<file path="src/rtl/led_out_port.sv">
// rtl/led_out_port.sv - LED output port: CPU write FIFO feeding a held, registered 8-bit LED drive.
module led_out_port #(
  parameter int DEPTH       = 4,
  parameter int HOLD_CYCLES = 25000000
) (
  input  logic                     clk_undiv,
  input  logic                     rst,
  input  logic                     io_we,
  input  logic [7:0]               io_wdata,
  output logic                     io_full,
  output logic                     io_busy,
  output logic                     ovf,
  input  logic                     ovf_clr,
  output logic [$clog2(DEPTH):0]   fifo_level,
  output logic [7:0]               led
);

  localparam int PW = $clog2(DEPTH);
  localparam int LW = PW + 1;
  localparam int CW = $clog2(HOLD_CYCLES);

  typedef enum logic {IDLE, SHOW} state_t;

  state_t          state_q, state_d;
  logic [CW-1:0]   cnt_q, cnt_d;
  logic [7:0]      led_q, led_d;
  logic [PW-1:0]   rd_ptr_q, rd_ptr_d;
  logic [PW-1:0]   wr_ptr_q, wr_ptr_d;
  logic [LW-1:0]   level_q, level_d;
  logic            ovf_q, ovf_d;
  logic [7:0]      mem_q [DEPTH];

  logic push, drop, pop, empty;

  always_comb begin
    io_full  = (level_q == LW'(DEPTH));
    empty    = (level_q == '0);
    push     = io_we && !io_full;
    drop     = io_we && io_full;
    pop      = 1'b0;
    state_d  = state_q;
    cnt_d    = cnt_q;
    led_d    = led_q;

    // Pops look only at the pre-edge level, so a same-cycle write is never shown early.
    case (state_q)
      IDLE: begin
        if (!empty) begin
          pop     = 1'b1;
          led_d   = mem_q[rd_ptr_q];
          cnt_d   = '0;
          state_d = SHOW;
        end
      end
      SHOW: begin
        if (cnt_q == CW'(HOLD_CYCLES - 1)) begin
          cnt_d = '0;
          if (!empty) begin
            pop   = 1'b1;
            led_d = mem_q[rd_ptr_q];
          end else begin
            state_d = IDLE;
          end
        end else begin
          cnt_d = cnt_q + CW'(1);
        end
      end
    endcase

    wr_ptr_d = push ? wr_ptr_q + PW'(1) : wr_ptr_q;
    rd_ptr_d = pop  ? rd_ptr_q + PW'(1) : rd_ptr_q;
    level_d  = level_q;
    if (push && !pop)      level_d = level_q + LW'(1);
    else if (pop && !push) level_d = level_q - LW'(1);

    // A drop in the same cycle as a clear leaves the flag set.
    if (drop)         ovf_d = 1'b1;
    else if (ovf_clr) ovf_d = 1'b0;
    else              ovf_d = ovf_q;
  end

  always_ff @(posedge clk_undiv) begin
    if (rst) begin
      state_q  <= IDLE;
      cnt_q    <= '0;
      led_q    <= 8'h00;
      rd_ptr_q <= '0;
      wr_ptr_q <= '0;
      level_q  <= '0;
      ovf_q    <= 1'b0;
    end else begin
      state_q  <= state_d;
      cnt_q    <= cnt_d;
      led_q    <= led_d;
      rd_ptr_q <= rd_ptr_d;
      wr_ptr_q <= wr_ptr_d;
      level_q  <= level_d;
      ovf_q    <= ovf_d;
    end
  end

  always_ff @(posedge clk_undiv) begin
    if (!rst && push) mem_q[wr_ptr_q] <= io_wdata;
  end

  assign io_busy    = (state_q == SHOW) || !empty;
  assign ovf        = ovf_q;
  assign fifo_level = level_q;
  assign led        = led_q;

endmodule

</file>
<file path="config.mk">
export PLATFORM = sky130hd
export DESIGN_NAME = led_out_port
export DESIGN_NICKNAME = d
export VERILOG_FILES = /design/src/rtl/led_out_port.sv
export SDC_FILE = /design/constraint.sdc
export NUM_CORES = 1
export LEC_CHECK = 0
export CORE_MARGIN = 5
export CORE_UTILIZATION = 40
export CTS_CLUSTER_DIAMETER = 150
export DETAILED_ROUTE_END_ITERATION = 8
export PLACE_DENSITY = 0.63
export SYNTH_ARGS = -nofsm -noshare
export SYNTH_HDL_FRONTEND = slang
export SYNTH_SLANG_ARGS = --single-unit
export TNS_END_PERCENT = 50
</file>
<file path="constraint.sdc">
create_clock -name clk_undiv -period 2.9 [get_ports clk_undiv]
set_input_delay 0.725 -clock clk_undiv [delete_from_list [all_inputs] [get_ports clk_undiv]]
set_output_delay 0.725 -clock clk_undiv [all_outputs]
set_load 0.01 [all_outputs]
</file>
==> results.py, run 1 <==
metrics = {
    "die": {
        "die_w_um": 102,
        "die_area_mm2": 0.0104,
        "io_pins": 26,
        "start_util": 0.410,
        "core-area_mm2": 0.00822,
        "die_height_um": 102,
        "num_rows": 33,
    },
    "drt": {
        "wl_per_cell_um": 15.7,
        "drtIter0Drc": 77,
        "drtPass1Iterations": 4,
        "drc": 0,
        "ant_nets": 0,
        "drt_wl_total_mm": 6.92,
        "via_per_inst": 5.46,
        "vias": 2408,
    },
    "status": {
        "status": "complete, no violations",
    },
    "synth": {
        "synth-seq-cells": 76,
        "synth_fa_ha_area_frac": 0.0282,
        "synth_top_family_by_area": "simple AND/OR/NAND/NOR gates",
        "synth_nets": 325,
        "syn_area_mm2": 0.00337,
        "synth.top_cell.area_share": 0.285,
        "muxShareOfSynthArea": 0.0624,
        "ys_seq_area_frac": 0.547,
        "synth_xor_area_frac": 0.0234,
        "synth_top_area_cell": "edfxtp_1",
        "yosysWarningCount": 0,
        "yosys.area_share.simple": 0.189,
        "ys_async_sr_fraction": 0,
        "synth_cells": 306,
        "synthTopCellsByArea": "edfxtp_1 (29%), dfxtp_1 (26%), mux4_2 (5.4%), nand3_1 (3.6%), a21oi_1 (2.8%)",
        "synth_cell_type_count": 49,
        "synth_edf_count": 32,
        "ys.flop_type": "dfxtp_1",
        "synth_compound_area_frac": 0.114,
        "syn_avg_cell_area_um2": 11.0,
    },
    "placement": {
        "place_inst": 425,
        "place_congestion": 0.771,
        "place_ws_ns": 0.161,
        "io_buffers": 25,
        "dp_hpwl_mm": 4.71,
    },
    "critical_path": {
        "startpoint_type": "register",
        "timing.reg2reg.setup_slack_ns": 0.33,
        "path_class": "register to register",
        "cp_max_fo": 6,
        "cp-end-kind": "register",
        "crit_start": "cnt_q[0]$_SDFFE_PP0P_",
        "reg2regPathDepth": 11,
        "required_ns": 3.18,
        "r2r_end": "fifo_level[2]$_SDFFE_PP0P_",
        "regToRegStartpoint": "cnt_q[0]$_SDFFE_PP0P_",
        "cp.arrival_ns": 2.85,
    },
    "layout": {
        "final_cells": 441,
        "n_antenna_cell": 0,
        "final_util": 0.480,
        "area_delta_synth_final_pct": 17.0,
        "final_nets": 350,
        "drive_above_1_share": 0.119,
    },
    "sta": {
        "max_freq_mhz": 388,
        "tns_ns": 0,
        "rsz0062_at_grt": "false",
        "worst_slew_pin_slew_ns": 0.546,
        "fin_crit_sh": 0.888,
        "final-setup-viol-count": 0,
        "setup_slack_ns": 0.326,
        "slew_headroom": 0.636,
        "finalCriticalPeriod_ns": 2.57,
        "finalMaxSlewViolations": 0,
        "finalHoldViolCount": 0,
        "clock_skew_ns": 0.0102,
    },
    "clock_network": {
        "post_cts_buffers": 0,
        "ctsLongestPathBuffers": 2,
        "cts_resized": 0,
        "cts_sinks": 76,
        "cts.clk_slew.worst_paths_ns": 0.09,
        "cts_buffers": 9,
        "clk_latency_ns": 0.35,
        "cts_tree": "built",
        "ctsHoldBuffers": 0,
        "htreeDepth": 3,
        "root_buffer": "clkbuf_8",
    },
    "power": {
        "power.leakage_nw": 1.36,
        "power_density_mw_per_mm2": 785,
        "ir_worst_vdd_mv": 0.402,
    },
    "global_route": {
        "grt_use_total": 0.144,
        "grt_max_degree": 26,
        "grt_pass1_wl_mm": 11.6,
        "grt_pass1_vias": 2374,
        "grt-ovfl-total": 0,
        "antenna_found_initial": 0,
    },
    "min_path": {
        "hold_class": "register to register",
        "worstHoldPathCells": 2,
        "worstHoldStart": "led[3]$_SDFFE_PP0P_",
        "whs_endpoint": "led[3]$_SDFFE_PP0P_",
    },
    "run": {
        "maxCapViolCount": 0,
    },
}
state kept, by name, summed over array words and instances, names as in the netlist, named ones only:
signal	flops
mem_q	32
cnt_q	25
led	8
fifo_level	3
rd_ptr_q	2
wr_ptr_q	2
ovf	1
state_q	1
kinds of logic after synthesis:
group,Yosys count
XOR/XNOR,9
flip-flops,76
adder cells (fa/ha/maj),7
AND/OR/NAND/NOR,113
multiplexers,11
buffers and inverters,28
AO/OA/AOI/OAI,62
how the worst max path moves through the flow:
stage,endpoint,slack (ns),depth (start not counted)
4_1_cts,fifo_level[2]$_SDFFE_PP0P_,0.32,11
6_report,fifo_level[2]$_SDFFE_PP0P_,0.33,11
3_5_place_dp,fifo_level[2]$_SDFFE_PP0P_,0.16,9
3_3_place_gp,fifo_level[2]$_SDFFE_PP0P_,0.24,9
2_1_floorplan,fifo_level[2]$_SDFFE_PP0P_,0.31,12
5_1_grt,fifo_level[2]$_SDFFE_PP0P_,0.21,11
placed cells by master, fill, tap and decap left out, types with 2 or more instances in the layout:
cell,n
a21o_1,2
a21oi_1,19
a22oi_1,6
a31oi_1,14
a41oi_1,3
and2_1,4
and3_1,2
and4_1,3
buf_4,7
clkbuf_8,9
clkdlybuf4s50_1,25
dfxtp_1,44
edfxtp_1,32
ha_1,6
inv_1,10
inv_6,4
mux2i_1,3
mux4_2,8
nand2_1,23
nand2b_1,4
nand3_1,24
nand3b_1,2
nand4_1,5
nand4_2,2
nor2_1,19
nor3_1,2
nor4_1,2
nor4_2,2
nor4b_1,2
o21ai_0,11
or3_1,4
or4_1,6
xnor2_1,5
xor2_1,4
synthesized netlist by cell type, drive strengths merged (2+ instances only):
cell and n:
dfxtp 44, edfxtp 32, nand2 24, nand3 24
a21oi 19, nor2 19, a31oi 14, o21ai 12
buf 11, inv 10, mux4 8, clkbuf 7
nand4 7, a22oi 6, ha 6, or4 6
nor4 5, xnor2 5, and2 4, and4 4
nand2b 4, or3 4, xor2 4, a21o 3
a41oi 3, mux2i 3, and3 2, nand3b 2
nor3 2, nor4b 2
power by group:
part	switching, mW	total [mW]	internal, mW
Combinational	0.443	0.851	0.408
Sequential	0.140	1.38	1.24
Clock	0.445	0.863	0.419
Total	1.03	3.09	2.07
routing by layer:
metal  global-route usage  routed length [um]
met4               0.0491                  58
met3               0.0344                 221
met1                0.185                3220
met2                0.238                3410
met5                    0                   0
stage by stage:
step | hold slack [ns] | power, mW | cell area (um^2)
final | 0.482 | 3.09 | 3940
after global routing | 0.504 | 3.28 | 3940
after CTS | 0.488 | 3.13 | 3940
after detailed placement | 0.471 | 2.27 | 3730
after global placement | 0.463 | 2.25 | 3730
after floorplan | 0.426 | 1.93 | 3370
worst max-delay path, stage by stage (launching register included):
cell and delay, ns:
dfxtp_1 0.37, ha_1 0.28, and4_2 0.29, nand4_1 0.16, o21ai_2 0.09, nand2_1 0.09, ha_1 0.18, inv_1 0.06
fa_1 0.37, xor2_1 0.16, or3_1 0.31, a21oi_1 0.16
layout make-up:
cell class / count / area, um^2
flip-flops and latches: 76 / 1840
well taps: 105 / 131
repair buffers: 32 / 303
clock buffers: 9 / 124
clock inverters: 7 / 90.1
inverters: 10 / 37.5
multi-input cells: 202 / 1410
fillers: 744 / 4280
(Power assumes the default switching activity.)
==> run 2: changes to the inputs <==
- CORE_UTILIZATION: 40 -> 45
- PLACE_DENSITY: 0.63 -> 0.69
==> results.py, run 2 (synthesis gave the netlist of run 1 again) <==
metrics = {
    "status": {
        "status": "complete, no violations",
    },
    "sta": {
        "slew_headroom": 0.641,
        "finalHoldViolCount": 0,
        "rsz0062_at_grt": "false",
        "finalCriticalPeriod_ns": 2.51,
        "finalMaxSlewViolations": 0,
        "max_freq_mhz": 398,
        "clock_skew_ns": 0.00952,
        "tns_ns": 0,
        "fin_crit_sh": 0.866,
        "worst_slew_pin_slew_ns": 0.537,
        "final-setup-viol-count": 0,
    },
    "global_route": {
        "grt-ovfl-total": 0,
        "antenna_found_initial": 0,
        "grt_pass1_wl_mm": 11.3,
        "grt_pass1_vias": 2317,
        "grt_use_total": 0.160,
        "grt_max_degree": 32,
    },
    "layout": {
        "largest_register_ff_count": 32,
        "drive_above_1_share": 0.116,
        "mostFrequentLayoutCell": "dfxtp_1",
        "final_nets": 349,
        "design_area_mm2": 0.00391,
        "n_antenna_cell": 0,
        "largest_register": "mem_q",
        "layout_common_cells": "dfxtp_1 (44), edfxtp_1 (32), clkdlybuf4s50_1 (25)",
        "area_delta_synth_final_pct": 16.2,
    },
    "critical_path": {
        "cpLargestDelayFamily": "adder cells",
        "crit_buf_inv": 1,
        "max_stage_delay_ns": 0.37,
        "cp.arrival_ns": 2.81,
        "cp_max_fo": 6,
        "startpoint_type": "register",
        "crit_chain": "ha_1 > and4_2 > nand4_1 > o21ai_2 > nand2_1 > ha_1 > inv_1 > fa_1 > xor2_1 > or3_1 > a21oi_1",
        "required_ns": 3.20,
        "crit_path_frequent_cell": "ha_1",
        "critPathSlowestCell": "dfxtp_1",
        "path_class": "register to register",
        "cp-end-kind": "register",
    },
    "drt": {
        "via_per_inst": 5.47,
        "drt_wl_total_mm": 6.61,
        "drtPass1Iterations": 4,
        "drc": 0,
        "wl_per_cell_um": 15.2,
        "vias": 2372,
        "drtIter0Drc": 98,
        "ant_nets": 0,
    },
    "clock_network": {
        "clk_latency_ns": 0.36,
        "cts_buffers": 9,
        "post_cts_buffers": 0,
        "htreeDepth": 3,
        "ctsLongestPathBuffers": 2,
        "cts_tree": "built",
        "cts_resized": 0,
        "cts.clk_slew.worst_paths_ns": 0.09,
        "ctsHoldBuffers": 0,
        "root_buffer": "clkbuf_8",
        "cts_sinks": 76,
    },
    "die": {
        "die_height_um": 96.5,
        "die_area_mm2": 0.00931,
        "num_rows": 31,
        "io_pins": 26,
        "core-area_mm2": 0.00725,
        "die_w_um": 96.5,
        "start_util": 0.464,
    },
    "power": {
        "ir_worst_vdd_mv": 0.461,
        "power.leakage_nw": 1.35,
        "p_total_mw": 3.03,
        "power_density_mw_per_mm2": 775,
    },
    "placement": {
        "dp_hpwl_mm": 4.62,
        "io_buffers": 25,
        "dpl_cell_area_mm2": 0.00371,
        "place_congestion": 0.790,
    },
    "run": {
        "maxCapViolCount": 0,
    },
    "min_path": {
        "hold_class": "register to register",
    },
}
run 2: cell types whose count changed in the layout (fill, tap and decap cells not counted):
cell	change
buf_4	-1
bufinv_16	-1
clkinv_4	-1
inv_6	-1
inv_8	+3
run 2: cell type report:
cell class / instances / area, um^2
Sequential cell: 76 / 1840
Multi-Input combinational cell: 202 / 1410
Tap cell: 99 / 124
Clock inverter: 7 / 76.3
Clock buffer: 9 / 124
Fill cell: 658 / 3340
Inverter: 10 / 37.5
Timing Repair Buffer: 31 / 295
run 2: final timing paths:
| path | from | endpoint | slack (ns) | depth (start not counted) |
|---|---|---|---|---|
| max | cnt_q[0]$_SDFFE_PP0P_ | fifo_level[2]$_SDFFE_PP0P_ | 0.39 | 11 |
| min | cnt_q[24]$_SDFFE_PP0P_ | cnt_q[24]$_SDFFE_PP0P_ | 0.48 | 1 |
| min reg2reg | cnt_q[24]$_SDFFE_PP0P_ | cnt_q[24]$_SDFFE_PP0P_ | 0.48 | 1 |
| max reg2reg | cnt_q[0]$_SDFFE_PP0P_ | fifo_level[2]$_SDFFE_PP0P_ | 0.39 | 11 |
run 2: report_power, final:
group | total [mW] | internal [mW] | leakage (nW) | switching [mW]
registers | 1.37 | 1.24 | 0.648 | 0.135
logic | 0.847 | 0.407 | 0.595 | 0.440
clock network | 0.811 | 0.345 | 0.103 | 0.466
total | 3.03 | 1.99 | 1.35 | 1.04
run 2: per-stage QoR:
step / worst slack [ns] / instances / utilization / hold WS, ns
after floorplan: 0.309 / 306 / - / 0.426
after global placement: 0.250 / 418 / 0.512 / 0.466
after detailed placement: 0.200 / 418 / 0.512 / 0.462
after CTS: 0.384 / 434 / 0.539 / 0.477
after global routing: 0.225 / 434 / 0.539 / 0.509
final: 0.388 / 434 / 0.539 / 0.476
run 2: worst register-to-register path, cell delays in order, from the launching register on:
cell     delay [ns]
dfxtp_1        0.37
ha_1           0.28
and4_2         0.29
nand4_1        0.15
o21ai_2        0.09
nand2_1        0.08
ha_1           0.18
inv_1          0.06
fa_1           0.37
xor2_1         0.16
or3_1          0.30
a21oi_1        0.14
run 2: routing by layer:
layer  part of all wire  global-route usage
met1               0.44               0.194
met2               0.52               0.271
met3              0.029              0.0442
met4              0.016              0.0631
met5                  0                   0
==> run 3: changes to the inputs <==
- PLACE_DENSITY: 0.69 -> 0.72
- clock period: 2.9 -> 2.12 ns (I/O delays scaled with it)
==> results.py, run 3 (synthesis gave the netlist of run 1 again) <==
metrics = {
    "clock_network": {
        "htreeDepth": 3,
        "clk_latency_ns": 0.36,
        "post_cts_buffers": 0,
        "cts_tree": "built",
        "ctsHoldBuffers": 0,
        "ctsLongestPathBuffers": 2,
        "root_buffer": "clkbuf_8",
        "cts.clk_slew.worst_paths_ns": 0.08,
        "cts_sinks": 76,
        "cts_buffers": 9,
    },
    "critical_path": {
        "cp_max_fo": 2,
        "crit_chain": "nor4b_4 > buf_4 > nand4b_1 > o21ai_2 > nand2_4 > ha_4 > inv_2 > fa_2 > xor2_1 > or3_1 > a21oi_2",
        "crit_buf_inv": 2,
        "regToRegStartpoint": "cnt_q[17]$_SDFFE_PP0P_",
        "timing.reg2reg.setup_slack_ns": -0.09,
        "startpoint_type": "register",
        "max_stage_delay_ns": 0.34,
        "critPathSlowestCell": "dfxtp_2",
        "required_ns": 2.41,
        "cpLargestDelayFamily": "simple AND/OR/NAND/NOR gates",
        "cp.arrival_ns": 2.50,
        "path_class": "register to register",
        "reg2regPathDepth": 11,
        "cp-end-kind": "register",
        "r2r_end": "fifo_level[2]$_SDFFE_PP0P_",
    },
    "run": {
        "maxCapViolCount": 0,
    },
    "sta": {
        "slew_headroom": 0.644,
        "rsz0062_at_grt": "true",
        "finalHoldViolCount": 0,
        "finalMaxSlewViolations": 0,
        "finalCriticalPeriod_ns": 2.21,
        "setup_slack_ns": -0.0908,
        "clock_skew_ns": 0.0134,
        "max_freq_mhz": 452,
        "worst_slew_pin_slew_ns": 0.533,
        "final-setup-viol-count": 1,
        "fin_crit_sh": 1.04,
    },
    "layout": {
        "final_nets": 390,
        "design_area_mm2": 0.00438,
        "n_antenna_cell": 0,
        "largest_register_ff_count": 32,
        "mostFrequentLayoutCell": "buf_4",
        "area_delta_synth_final_pct": 30.0,
        "largest_register": "mem_q",
        "final_util": 0.603,
        "drive_above_1_share": 0.250,
        "layout_common_cells": "buf_4 (43), dfxtp_1 (40), edfxtp_1 (32)",
    },
    "global_route": {
        "grt_use_total": 0.172,
        "grt_pass1_vias": 2529,
        "antenna_found_initial": 0,
        "grt_max_degree": 18,
        "grt-ovfl-total": 0,
        "grt_pass1_wl_mm": 12.0,
    },
    "placement": {
        "dp_hpwl_mm": 5.11,
        "io_buffers": 25,
        "place_congestion": 0.797,
        "dpl_cell_area_mm2": 0.00412,
    },
    "power": {
        "ir_worst_vdd_mv": 0.797,
        "p_seq_frac": 0.414,
        "p_total_mw": 4.50,
        "power_frac_comb": 0.309,
        "p_clk_frac": 0.277,
        "power_density_mw_per_mm2": 1030,
        "p_sw_mw": 1.42,
        "power.leakage_nw": 1.59,
        "p_sw_frac": 0.316,
        "internal-power_mw": 3.08,
    },
    "drt": {
        "ant_nets": 0,
        "wl_per_cell_um": 15.2,
        "drtIter0Drc": 140,
        "via_per_inst": 5.43,
        "drtPass1Iterations": 4,
        "vias": 2577,
        "drt_wl_total_mm": 7.23,
        "drc": 0,
    },
    "die": {
        "num_rows": 31,
        "die_height_um": 96.5,
        "start_util": 0.464,
        "die_area_mm2": 0.00931,
        "core-area_mm2": 0.00725,
        "io_pins": 26,
        "die_w_um": 96.5,
    },
    "status": {
        "status": "finished with violations",
        "violations": "setup timing",
    },
    "min_path": {
        "whs_endpoint": "cnt_q[24]$_SDFFE_PP0P_",
        "hold_class": "register to register",
        "worstHoldStart": "cnt_q[24]$_SDFFE_PP0P_",
        "worstHoldPathCells": 1,
    },
}
==> run 3: stage by stage <==
| stage | setup slack, ns | std cells | setup TNS [ns] | hold slack, ns |
|---|---|---|---|---|
| 6_report | -0.0908 | 475 | -0.0908 | 0.472 |
| 3_3_place_gp | -0.171 | 459 | -0.237 | 0.452 |
| 3_5_place_dp | -0.254 | 459 | -0.385 | 0.458 |
| 4_1_cts | -0.106 | 475 | -0.118 | 0.469 |
| 2_1_floorplan | -0.167 | 306 | -0.328 | 0.426 |
| 5_1_grt | -0.261 | 475 | -0.378 | 0.501 |
==> run 3: worst max path at each step <==
stage / startpoint / end / slack (ns) / depth (start not counted)
global route: cnt_q[17]$_SDFFE_PP0P_ / fifo_level[2]$_SDFFE_PP0P_ / -0.26 / 11
finish: cnt_q[17]$_SDFFE_PP0P_ / fifo_level[2]$_SDFFE_PP0P_ / -0.09 / 11
detailed placement: io_we / fifo_level[2]$_SDFFE_PP0P_ / -0.25 / 9
floorplan: cnt_q[1]$_SDFFE_PP0P_ / fifo_level[2]$_SDFFE_PP0P_ / -0.17 / 12
CTS: cnt_q[17]$_SDFFE_PP0P_ / fifo_level[2]$_SDFFE_PP0P_ / -0.11 / 11
global placement: io_we / fifo_level[2]$_SDFFE_PP0P_ / -0.17 / 9
==> run 3: layer usage <==
metal | vias to the layer above | GRT usage | wire length [um] | part of all wire
met3 | 10 | 0.0565 | 296 | 0.041
met2 | 49 | 0.296 | 3800 | 0.53
met1 | 1236 | 0.207 | 3070 | 0.42
met4 | 0 | 0.0456 | 68 | 0.0094
li1 | 1282 | - | - | -
met5 | - | 0 | 0 | 0
==> run 3: final cells by class <==
cell class / instances / area, um^2
Timing Repair Buffer: 72 / 651
Multi-Input combinational cell: 202 / 1490
Sequential cell: 76 / 1850
Clock inverter: 7 / 104
Tap cell: 99 / 124
Clock buffer: 9 / 124
Inverter: 10 / 37.5
Fill cell: 584 / 2880
==> run 3: power groups by stage <==
stage / registers, mW / clock network [mW] / logic, mW
floorplan: 1.86 / 0 / 0.840
global placement: 1.88 / 0 / 1.35
detailed placement: 1.89 / 0 / 1.39
CTS: 1.86 / 1.28 / 1.39
global route: 1.89 / 1.34 / 1.52
finish: 1.86 / 1.25 / 1.39
==> run 3: repair_timing <==
action / 4_1_cts / 5_1_grt
resized for setup: 7 / 3
setup endpoints to repair: 7 / 7
pin swaps: 5 / 0
==> run 3: worst reg2reg max path: stages, from the launching register on <==
cell and delay (ns):
dfxtp_2 0.34, nor4b_4 0.27, buf_4 0.15, nand4b_1 0.16
o21ai_2 0.22, nand2_4 0.07, ha_4 0.16, inv_2 0.05
fa_2 0.19, xor2_1 0.08, or3_1 0.33, a21oi_2 0.14
